File: src/rtl/eq_stim_driver_pkg.sv
// Shared types and constants for the equivalence stimulus driver and its LFSR.
// Holds the FSM state enum, the Galois tap mask, the zero-seed substitute and the LFSR step function.
package eq_stim_driver_pkg;

    localparam logic [31:0] LFSR_POLY     = 32'h80200003;
    localparam logic [31:0] ZERO_SEED_SUB = 32'h00000001;
    localparam logic [31:0] CYC_CNT_MAX   = 32'hFFFFFFFF;

    typedef enum logic [2:0] {
        ST_IDLE   = 3'd0,
        ST_WARMUP = 3'd1,
        ST_RUN    = 3'd2,
        ST_PASS   = 3'd3,
        ST_FAIL   = 3'd4
    } state_t;

    // Right-shifting Galois step: bit 0 is the output tap, fed back through the mask.
    function automatic logic [31:0] lfsr_next(input logic [31:0] cur);
        return (cur >> 1) ^ (cur[0] ? LFSR_POLY : 32'h0);
    endfunction

endpackage

File: src/rtl/eq_lfsr32.sv
// 32-bit Galois LFSR (x^32+x^22+x^2+x+1); a zero seed is replaced so the register never locks up.
// Latency: load/advance visible one cycle later; next_state exposes the value being written this cycle.
module eq_lfsr32
    import eq_stim_driver_pkg::*;
(
    input  logic        clk,
    input  logic        rst,
    input  logic        load,
    input  logic        enable,
    input  logic [31:0] seed,
    output logic [31:0] state,
    output logic [31:0] next_state
);

    logic [31:0] seed_eff;
    logic [31:0] nxt;

    always_comb begin
        seed_eff = (seed == 32'h0) ? ZERO_SEED_SUB : seed;
        if (load) begin
            nxt = seed_eff;
        end else if (enable) begin
            nxt = lfsr_next(state);
        end else begin
            nxt = state;
        end
    end

    always_ff @(posedge clk) begin
        if (rst) begin
            state <= 32'h1;
        end else begin
            state <= nxt;
        end
    end

    assign next_state = nxt;

endmodule

File: src/rtl/eq_stim_driver.sv
// Drives LFSR stimulus into an equivalence pair, skips a warm-up window, and captures the first mismatch.
// Latency: status one cycle after start; no backpressure, trigger/cmp_ok are sampled every RUN cycle.
module eq_stim_driver
    import eq_stim_driver_pkg::*;
#(
    parameter int N_IN   = 3,
    parameter int N_OUT  = 11,
    parameter int WARMUP = 4
) (
    input  logic             clk,
    input  logic             rst,
    input  logic             start,
    input  logic [31:0]      seed,
    input  logic [31:0]      max_cycles,
    output logic [N_IN-1:0]  stim,
    input  logic [N_OUT-1:0] cmp_ok,
    input  logic             trigger,
    output logic             busy,
    output logic             done,
    output logic             fail,
    output logic [31:0]      fail_cycle,
    output logic [N_OUT-1:0] fail_mask,
    output logic [N_IN-1:0]  fail_stim
);

    localparam logic [31:0] WARMUP_LAST = 32'(WARMUP - 1);

    state_t      st;
    logic [31:0] wu_cnt;
    logic [31:0] cyc_cnt;
    logic [31:0] max_q;
    logic        idle_like;
    logic        accept;
    logic        lfsr_en;
    logic [31:0] lfsr_state;
    logic [31:0] lfsr_nxt;
    logic        unused_lfsr_bits;

    assign idle_like = (st == ST_IDLE) || (st == ST_PASS) || (st == ST_FAIL);
    assign accept    = start && idle_like;
    assign lfsr_en   = (st == ST_WARMUP) || (st == ST_RUN);

    eq_lfsr32 u_lfsr (
        .clk        (clk),
        .rst        (rst),
        .load       (accept),
        .enable     (lfsr_en),
        .seed       (seed),
        .state      (lfsr_state),
        .next_state (lfsr_nxt)
    );

    // Only the low bits reach the stimulus bus; the rest of the register is internal.
    assign unused_lfsr_bits = ^{lfsr_state, lfsr_nxt[31:N_IN]};

    always_ff @(posedge clk) begin
        if (rst) begin
            st         <= ST_IDLE;
            stim       <= '0;
            wu_cnt     <= '0;
            cyc_cnt    <= '0;
            max_q      <= '0;
            fail_cycle <= '0;
            fail_mask  <= '0;
            fail_stim  <= '0;
        end else begin
            // stim tracks the LFSR register so it always shows the value the pair is seeing.
            if (accept || lfsr_en) begin
                stim <= lfsr_nxt[N_IN-1:0];
            end

            case (st)
                ST_IDLE, ST_PASS, ST_FAIL: begin
                    if (start) begin
                        max_q      <= max_cycles;
                        wu_cnt     <= '0;
                        cyc_cnt    <= '0;
                        fail_cycle <= '0;
                        fail_mask  <= '0;
                        fail_stim  <= '0;
                        if (max_cycles == 32'h0) begin
                            st <= ST_PASS;
                        end else if (WARMUP == 0) begin
                            st <= ST_RUN;
                        end else begin
                            st <= ST_WARMUP;
                        end
                    end
                end

                ST_WARMUP: begin
                    if (wu_cnt == WARMUP_LAST) begin
                        st <= ST_RUN;
                    end else begin
                        wu_cnt <= wu_cnt + 32'd1;
                    end
                end

                ST_RUN: begin
                    if (trigger) begin
                        st         <= ST_FAIL;
                        fail_cycle <= cyc_cnt;
                        fail_mask  <= ~cmp_ok;
                        fail_stim  <= stim;
                    end else begin
                        if (cyc_cnt == max_q - 32'd1) begin
                            st <= ST_PASS;
                        end
                        if (cyc_cnt != CYC_CNT_MAX) begin
                            cyc_cnt <= cyc_cnt + 32'd1;
                        end
                    end
                end

                default: st <= ST_IDLE;
            endcase
        end
    end

    assign busy = (st == ST_WARMUP) || (st == ST_RUN);
    assign done = (st == ST_PASS) || (st == ST_FAIL);
    assign fail = (st == ST_FAIL);

endmodule

File: config.mk
export PLATFORM = sky130hd
export DESIGN_NAME = eq_stim_driver
export DESIGN_NICKNAME = d
export VERILOG_FILES = /design/src/rtl/eq_stim_driver_pkg.sv /design/src/rtl/eq_lfsr32.sv /design/src/rtl/eq_stim_driver.sv
export SDC_FILE = /design/constraint.sdc
export NUM_CORES = 1
export LEC_CHECK = 0
export BUFFER_PORTS_ARGS = -buffer_cell sky130_fd_sc_hd__buf_2
export CAP_MARGIN = 15
export CORE_ASPECT_RATIO = 0.5
export CORE_MARGIN = 1
export CORE_UTILIZATION = 54
export CTS_BUF_LIST = sky130_fd_sc_hd__clkbuf_2 sky130_fd_sc_hd__clkbuf_4 sky130_fd_sc_hd__clkbuf_8
export CTS_CLUSTER_SIZE = 28
export DETAILED_ROUTE_END_ITERATION = 12
export HOLD_SLACK_MARGIN = 0.06
export PLACE_DENSITY_LB_ADDON = 0.3
export SYNTH_ARGS = -nofsm -noshare
export SYNTH_HDL_FRONTEND = slang
export SYNTH_HIERARCHICAL = 1
export SYNTH_SLANG_ARGS = --single-unit
File: constraint.sdc
create_clock -name clk -period 2.5 [get_ports clk]
set_input_delay 0.375 -clock clk [delete_from_list [all_inputs] [get_ports clk]]
set_output_delay 0.375 -clock clk [all_outputs]
set_load 0.005 [all_outputs]
==> results of run 1 <==
sequential cells by signal, summed over array words and instances, names as in the netlist:
name          cells
wu_cnt           32
fail_cycle       32
max_q            32
cyc_cnt          32
stim              3
fail_mask        11
fail_stim         3
u_lfsr/state     32
st                3
cell type report:
cell class	instances	area, sq um	area share (%)
Clock buffer	20	263	2.47
Clock inverter	12	108	1.01
Inverter	22	83.8	0.788
Multi-Input combinational cell	862	5220	49.1
Sequential cell	180	3610	33.9
Tap cell	227	284	2.67
Timing Repair Buffer	184	1070	10.1
layout by cell type (no fill, tap or decap), drive strengths merged, types with 25 or more instances in the layout:
master,Yosys,routed
buf,18,184
a21oi,100,100
xor2,25,25
nand3,63,63
nor4,35,35
and2b,30,30
dfxtp,180,180
mux2i,38,38
inv,21,30
nor2,101,101
xnor2,57,57
nor3,28,28
nand2,161,161
o21ai,63,63
power groups by stage:
| stage | registers (mW) | logic, mW | clock network [mW] |
|---|---|---|---|
| after floorplan | 3.18 | 1.34 | 0 |
| after global placement | 3.23 | 1.65 | 0 |
| after detailed placement | 3.23 | 1.68 | 0 |
| after CTS | 3.17 | 1.69 | 1.96 |
| after global routing | 3.19 | 1.87 | 2.09 |
| final | 3.17 | 1.71 | 1.93 |
stage by stage:
step                worst slack [ns]  total power [mW]  utilization [%]  cell area [sq um]
detailed placement             0.118              4.91             61.8              10200
CTS                           0.0877              6.82             64.0              10600
floorplan                      0.172              4.52                -               9230
finish                         0.111              6.80             64.2              10600
global placement               0.179              4.87             61.8              10200
global route                 -0.0591              7.15             64.2              10600
synthesized netlist by cell type (all sizes together) (2+ instances only):
cell type and instances:
dfxtp 180, nand2 161, nor2 101, a21oi 100, nand3 63, o21ai 63, clkbuf 58, xnor2 57
mux2i 38, nor4 35, and2b 30, nor3 28, xor2 25, nand4 23, or3 23, inv 21
buf 18, a31oi 15, and3 14, and4 7, or4 7, nand2b 6, nor2b 5, o2111ai 5
a211oi 4, and2 4, nand3b 4, nor3b 4, or2 4, a211o 3, a21o 3, ha 3
nor4b 3, o22ai 3, o31ai 3, a2111oi 2, o211ai 2, o21a 2, o22a 2, or3b 2
how the worst max path moves through the flow:
stage,from,end,slack [ns],cells past startpoint
finish,max_q[8]$_SDFFE_PP0P_,st[0]$_SDFFE_PP0P_,0.11,7
global route,max_q[0]$_SDFFE_PP0P_,st[0]$_SDFFE_PP0P_,-0.06,9
CTS,max_q[0]$_SDFFE_PP0P_,st[0]$_SDFFE_PP0P_,0.09,9
detailed placement,max_q[0]$_SDFFE_PP0P_,st[0]$_SDFFE_PP0P_,0.12,9
global placement,max_q[0]$_SDFFE_PP0P_,st[0]$_SDFFE_PP0P_,0.18,9
floorplan,max_q[13]$_SDFFE_PP0P_,st[0]$_SDFFE_PP0P_,0.17,7
layer usage:
layer  track usage [%]  share of wire, %  up-vias
li1                  -                 -     4242
met1              38.1                48     4067
met2              42.4                44      328
met3              5.31               7.3       24
met4              7.10               1.1        0
met5                 0                 0        -
worst max-delay path: cells and delay by family (launching register included):
kind | cells | cell delay (ns)
flops | 1 | 0.41
simple gates | 5 | 1.54
compound gates | 2 | 0.37
cell families after synthesis:
kind of cell | Yosys count | synth area share [%]
adders and majority gates | 3 | 0.407
buffers and inverters | 98 | 4.95
and+or+nand+nor | 525 | 29.4
DFF | 180 | 39.0
AOI/OAI and AO/OA | 214 | 14.3
xor gates and xnor gates | 82 | 7.78
muxes | 38 | 4.12
what timing repair did:
| item | 4_1_cts | 5_1_grt |
|---|---|---|
| hold endpoints to repair | 0 | 0 |
| resized for setup | 0 | 8 |
| setup endpoints to repair | 0 | 11 |
| buffers inserted | 0 | 1 |
==> flow_metrics.py, run 1 <==
metrics = {
    "flow_run": {
        "timing.max_cap.violations": 0,
    },
    "pwr": {
        "power.share.sequential_pct": 46.6,
        "power.share.switching_pct": 33.7,
        "p_comb_share_pct": 25.1,
        "power-per-cell-area_nw_per_um2": 640,
        "power.share.clock_pct": 28.3,
        "p_sw_mw": 2.30,
        "peakVddDrop_v": 0.000370,
        "total_leakage_power_nw": 4.12,
        "p_int_mw": 4.51,
    },
    "clock_tree": {
        "clk_transition_reported_paths_ns": 0.10,
        "ctsHtreeMaxLevel": 4,
        "postCtsHoldBufs": 0,
        "clk_latency_ns": 0.49,
        "maximum_clock_insertion_buffer_count": 2,
        "clock_tree_from_tritoncts": "yes",
        "cts.root.buffer_cell": "sky130_fd_sc_hd__clkbuf_8",
        "cts_sinks": 180,
        "cts_inserted_buffers": 17,
    },
    "global_routing": {
        "globalRoute.totalOverflow": 0,
        "global_route_wire_length_before_repair_um": 38100,
        "pin_count_of_the_biggest_net_entering_global_routing": 69,
        "first_global_vias": 7598,
        "antenna_violations_before_repair": 0,
        "grt.total_usage_pct": 27.0,
    },
    "placed_design": {
        "place.gp.congestion": 0.992,
        "place_inst": 1474,
        "port_buffers": 130,
        "hpwl_um": 17600,
    },
    "final_layout": {
        "design.final.nets": 1349,
        "layout.filler_cells": 1464,
        "drive_above_1_share_pct": 21.8,
        "finalNonFillerCells": 1507,
        "antenna_cells": 0,
        "synthToLayoutAreaGrowth_pct": 15.2,
    },
    "floorplan": {
        "floorplan.initialDensity_pct": 55.8,
        "fp.dieW_um": 187,
        "rows": 33,
        "die_outline_area_sq_um": 17700,
        "ioPinCount": 131,
        "die_h_um": 94.5,
        "design.core.area_sq_um": 16600,
    },
    "detailed_routing": {
        "first_drt_pass_iteration_count": 5,
        "drt_iter0_markers": 691,
        "routedWlPerCell_um": 15.9,
        "via_per_inst": 5.75,
        "route.detailed.drc": 0,
        "detail-route-antenna-nets": 0,
        "num_vias": 8661,
        "drt-total-wl_um": 23900,
    },
    "outcome": {
        "run_status": "completed",
    },
    "worst_setup_path": {
        "cpMaxStageDelayCell": "sky130_fd_sc_hd__or4_1",
        "worstPathRequired_ns": 2.92,
        "reg2reg_depth": 7,
        "critPathMostFrequentCell": "sky130_fd_sc_hd__or4_1",
        "setup.reg_to_reg.worst_slack_ns": 0.11,
        "endpoint_class_of_the_critical_path": "flop",
        "slowest_delay_ns": 0.48,
        "reg2reg_to": "st[0]$_SDFFE_PP0P_",
        "crit-reg2reg-launch": "max_q[8]$_SDFFE_PP0P_",
        "setup.worst_path.class": "reg -> reg",
        "critical_path.cell_chain": "nor4_4, nand4_4, or4_1, o31ai_1, nand3_1, or4_1, o21ai_1",
        "cp_data_arrival_time_ns": 2.81,
        "timing.critical_path.from_type": "flop",
        "worst-path-max-fanout": 7,
    },
    "synth": {
        "yosys-top-cells-area": "sky130_fd_sc_hd__dfxtp_1, sky130_fd_sc_hd__nand2_1, sky130_fd_sc_hd__a21oi_1",
        "synth_seq_cells": 180,
        "seq_area_frac_synth_pct": 39.0,
        "ys_types": 65,
        "async_reset_ff_share_pct": 0,
        "synth-edff-count": 0,
        "dominantRegCellSynth": "sky130_fd_sc_hd__dfxtp_1",
        "syn-cell-area_sq_um": 9230,
        "netlist_instances": 1140,
        "netlist.area_leader.share_pct": 39.0,
        "synth_area_leader_cell": "sky130_fd_sc_hd__dfxtp_1",
        "syn_area_per_cell_sq_um": 8.10,
        "synthesis.yosys.warnings": 6,
        "synth_nets": 1222,
    },
    "timing": {
        "final.setup_skew_ns": 0.0199,
        "slew_violations": 0,
        "timing.max_slew.rel_slack_pct": 56.1,
        "timing.setup.tns_ns": 0,
        "final.min_clock_period_ns": 2.39,
        "holdWs_ns": 0.136,
        "setup-violations-final": 0,
        "tightestPinTransition_ns": 0.658,
        "achievable-frequency_mhz": 419,
        "grt_setup_unrepaired": "true",
        "layout_worst_path_cycle_share_pct": 95.6,
        "final_hold_viol_count": 0,
    },
    "hold_path": {
        "timing.hold.worst.class": "in -> reg",
        "hold_path.startpoint": "max_cycles[20]",
        "hold_path_depth": 3,
        "hold_end": "max_q[20]$_SDFFE_PP0P_",
    },
}
(Power assumes the default switching activity.)
==> run 2: changes to the inputs <==
ABC_AREA = 1   (was unset)
==> run 2 against run 1 <==
- area after synthesis rose by 7.3%
- via count rose by 15%
- non-clock buffer count fell by 28
- count of clock-buffer cells in the layout fell by 2
- critical path depth rose by 4
- final cell count rose by 22%
- maximum frequency rose by 0.43%
- global-route usage rose by 1.3 points
- first-iteration DRC count rose by 7.7%
- synthesized cell count rose by 32%
- critical path type unchanged
- largest power group is now combinational logic
==> flow_metrics.py, run 2 <==
metrics = {
    "worst_setup_path": {
        "cp_data_arrival_time_ns": 2.73,
        "worst-path-max-fanout": 14,
        "cpMaxStageDelayCell": "sky130_fd_sc_hd__dfxtp_1",
        "crit-reg2reg-launch": "st[1]$_SDFFE_PP0P_",
        "critical_path.cell_chain": "inv_2, nor2_1, nand2_2, nor4_2, nand4_1, nand2_4, inv_2, nand2_2, nor2_4, o21ai_0, a21oi_1",
        "reg2reg_depth": 11,
        "worstPathRequired_ns": 2.85,
        "setup.worst_path.class": "reg -> reg",
        "endpoint_class_of_the_critical_path": "flop",
        "timing.critical_path.from_type": "flop",
        "setup.worst_path.start": "st[1]$_SDFFE_PP0P_",
        "slowest_delay_ns": 0.46,
    },
    "synth": {
        "synthesis.yosys.warnings": 6,
        "syn-cell-area_sq_um": 9910,
        "syn_area_per_cell_sq_um": 6.61,
        "synth_nets": 1582,
        "netlist_instances": 1500,
    },
    "clock_tree": {
        "ctsHtreeMaxLevel": 4,
        "cts.root.buffer_cell": "sky130_fd_sc_hd__clkbuf_8",
        "cts_inserted_buffers": 17,
        "clk_transition_reported_paths_ns": 0.11,
        "maximum_clock_insertion_buffer_count": 2,
        "clock_tree_from_tritoncts": "yes",
        "clk_latency_ns": 0.48,
        "postCtsSetupRepairBufs": 0,
        "cts_sinks": 180,
    },
    "final_layout": {
        "layout.cells.most_common": "sky130_fd_sc_hd__nand2_1",
        "drive_above_1_share_pct": 16.3,
        "final_area_sq_um": 11100,
        "synthToLayoutAreaGrowth_pct": 12.3,
        "most-common-layout-cells": "sky130_fd_sc_hd__nand2_1, sky130_fd_sc_hd__a21oi_1, sky130_fd_sc_hd__nor2_1, sky130_fd_sc_hd__dfxtp_1, sky130_fd_sc_hd__buf_2",
        "design.final.nets": 1678,
        "layout.filler_cells": 1673,
        "antenna_cells": 0,
    },
    "hold_path": {
        "hold_path.startpoint": "seed[27]",
        "timing.hold.worst.class": "in -> reg",
        "hold_path_depth": 3,
    },
    "timing": {
        "layout_worst_path_cycle_share_pct": 95.2,
        "final_hold_viol_count": 0,
        "timing.max_slew.rel_slack_pct": 40.8,
        "final.min_clock_period_ns": 2.38,
        "tightestPinTransition_ns": 0.887,
        "achievable-frequency_mhz": 420,
        "timing.setup.tns_ns": 0,
        "slew_violations": 0,
        "setup-violations-final": 0,
        "final.setup_skew_ns": 0.0162,
    },
    "pwr": {
        "power-per-cell-area_nw_per_um2": 869,
        "peakVddDrop_v": 0.000544,
        "total_leakage_power_nw": 4.41,
    },
    "global_routing": {
        "pin_count_of_the_biggest_net_entering_global_routing": 59,
        "grt.total_usage_pct": 28.3,
        "global_route_wire_length_before_repair_um": 44300,
        "first_global_vias": 9262,
        "antenna_violations_before_repair": 0,
        "globalRoute.totalOverflow": 0,
    },
    "detailed_routing": {
        "route.detailed.drc": 0,
        "via_per_inst": 5.40,
        "routedWlPerCell_um": 14.3,
        "drt_iter0_markers": 744,
        "detail-route-antenna-nets": 0,
        "num_vias": 9950,
        "drt-total-wl_um": 26400,
        "first_drt_pass_iteration_count": 5,
    },
    "floorplan": {
        "design.core.area_sq_um": 17700,
        "die_h_um": 97.8,
        "die_outline_area_sq_um": 18900,
        "rows": 34,
        "fp.dieW_um": 194,
        "ioPinCount": 131,
        "floorplan.initialDensity_pct": 56.1,
    },
    "placed_design": {
        "hpwl_um": 20000,
        "port_buffers": 130,
        "detailed_place.area_sq_um": 10700,
        "place.gp.congestion": 1.00,
    },
    "flow_run": {
        "timing.max_cap.violations": 0,
    },
    "outcome": {
        "run_status": "completed",
    },
}
[run 2: cell count changes in the layout (fill, tap and decap cells not counted), moves of 42 or more]
cell,change
sky130_fd_sc_hd__nand2_1,+143
sky130_fd_sc_hd__inv_1,+104
sky130_fd_sc_hd__xnor2_1,-48
sky130_fd_sc_hd__o21ai_0,+42
sky130_fd_sc_hd__nor2_1,+87
sky130_fd_sc_hd__a21oi_1,+98
[run 2: area by class of cell]
class / instances / area (sq um) / share of cell area (%)
flip-flops and latches: 180 / 3600 / 32.4
multi-input cells: 1102 / 5480 / 49.2
clock buffers: 18 / 241 / 2.17
well taps: 234 / 293 / 2.63
repair buffers: 156 / 861 / 7.74
clock inverters: 14 / 125 / 1.12
inverters: 139 / 524 / 4.71
[run 2: power by group]
group,internal [mW],switching (mW),total (mW)
Combinational,1.37,2.62,3.99
Sequential,3.36,0.400,3.76
Clock,0.732,1.18,1.91
Total,5.46,4.21,9.67
[run 2: path summary, 6_finish.rpt]
kind / endpoint / slack [ns]
min: u_lfsr/state[27]$_SDFF_PP0_ / 0.13
max: cyc_cnt[19]$_SDFFE_PP0P_ / 0.12
min reg2reg: fail_cycle[16]$_SDFFE_PP0P_ / 0.48
max reg2reg: cyc_cnt[19]$_SDFFE_PP0P_ / 0.12
[run 2: metal layers]
metal / track usage (%) / routed length, um / share of wire [%]
met2: 47.2 / 12100 / 46
met5: 0 / 0 / 0
met3: 4.32 / 1270 / 4.8
met1: 38.3 / 12600 / 48
met4: 8.00 / 458 / 1.7
[run 2: worst max-delay path, delay by kind of cell, from the launching register on]
family                 cells  cell delay, ns
AOI/OAI and AO/OA          2            0.21
buffers and inverters      2            0.16
DFF                        1            0.46
and+or+nand+nor            7            1.44
[run 2: stage by stage]
| step | hold WS [ns] | instances | utilization (%) | total power [mW] | setup slack [ns] |
|---|---|---|---|---|---|
| after global routing | 0.119 | 1843 | 63.0 | 10.4 | -0.0555 |
| final | 0.134 | 1843 | 63.0 | 9.67 | 0.121 |
| after CTS | 0.115 | 1843 | 62.9 | 9.62 | 0.0963 |
| after detailed placement | 0.471 | 1811 | 60.8 | 7.71 | 0.145 |
| after floorplan | 0.444 | 1500 | - | 6.78 | 0.595 |
| after global placement | 0.464 | 1811 | 60.8 | 7.59 | 0.0722 |
[run 2: repair_timing]
item,CTS,global route
gates resized for setup,1,6
pin swaps,0,1
endpoints found under the setup margin,1,27
hold buffers,0,0
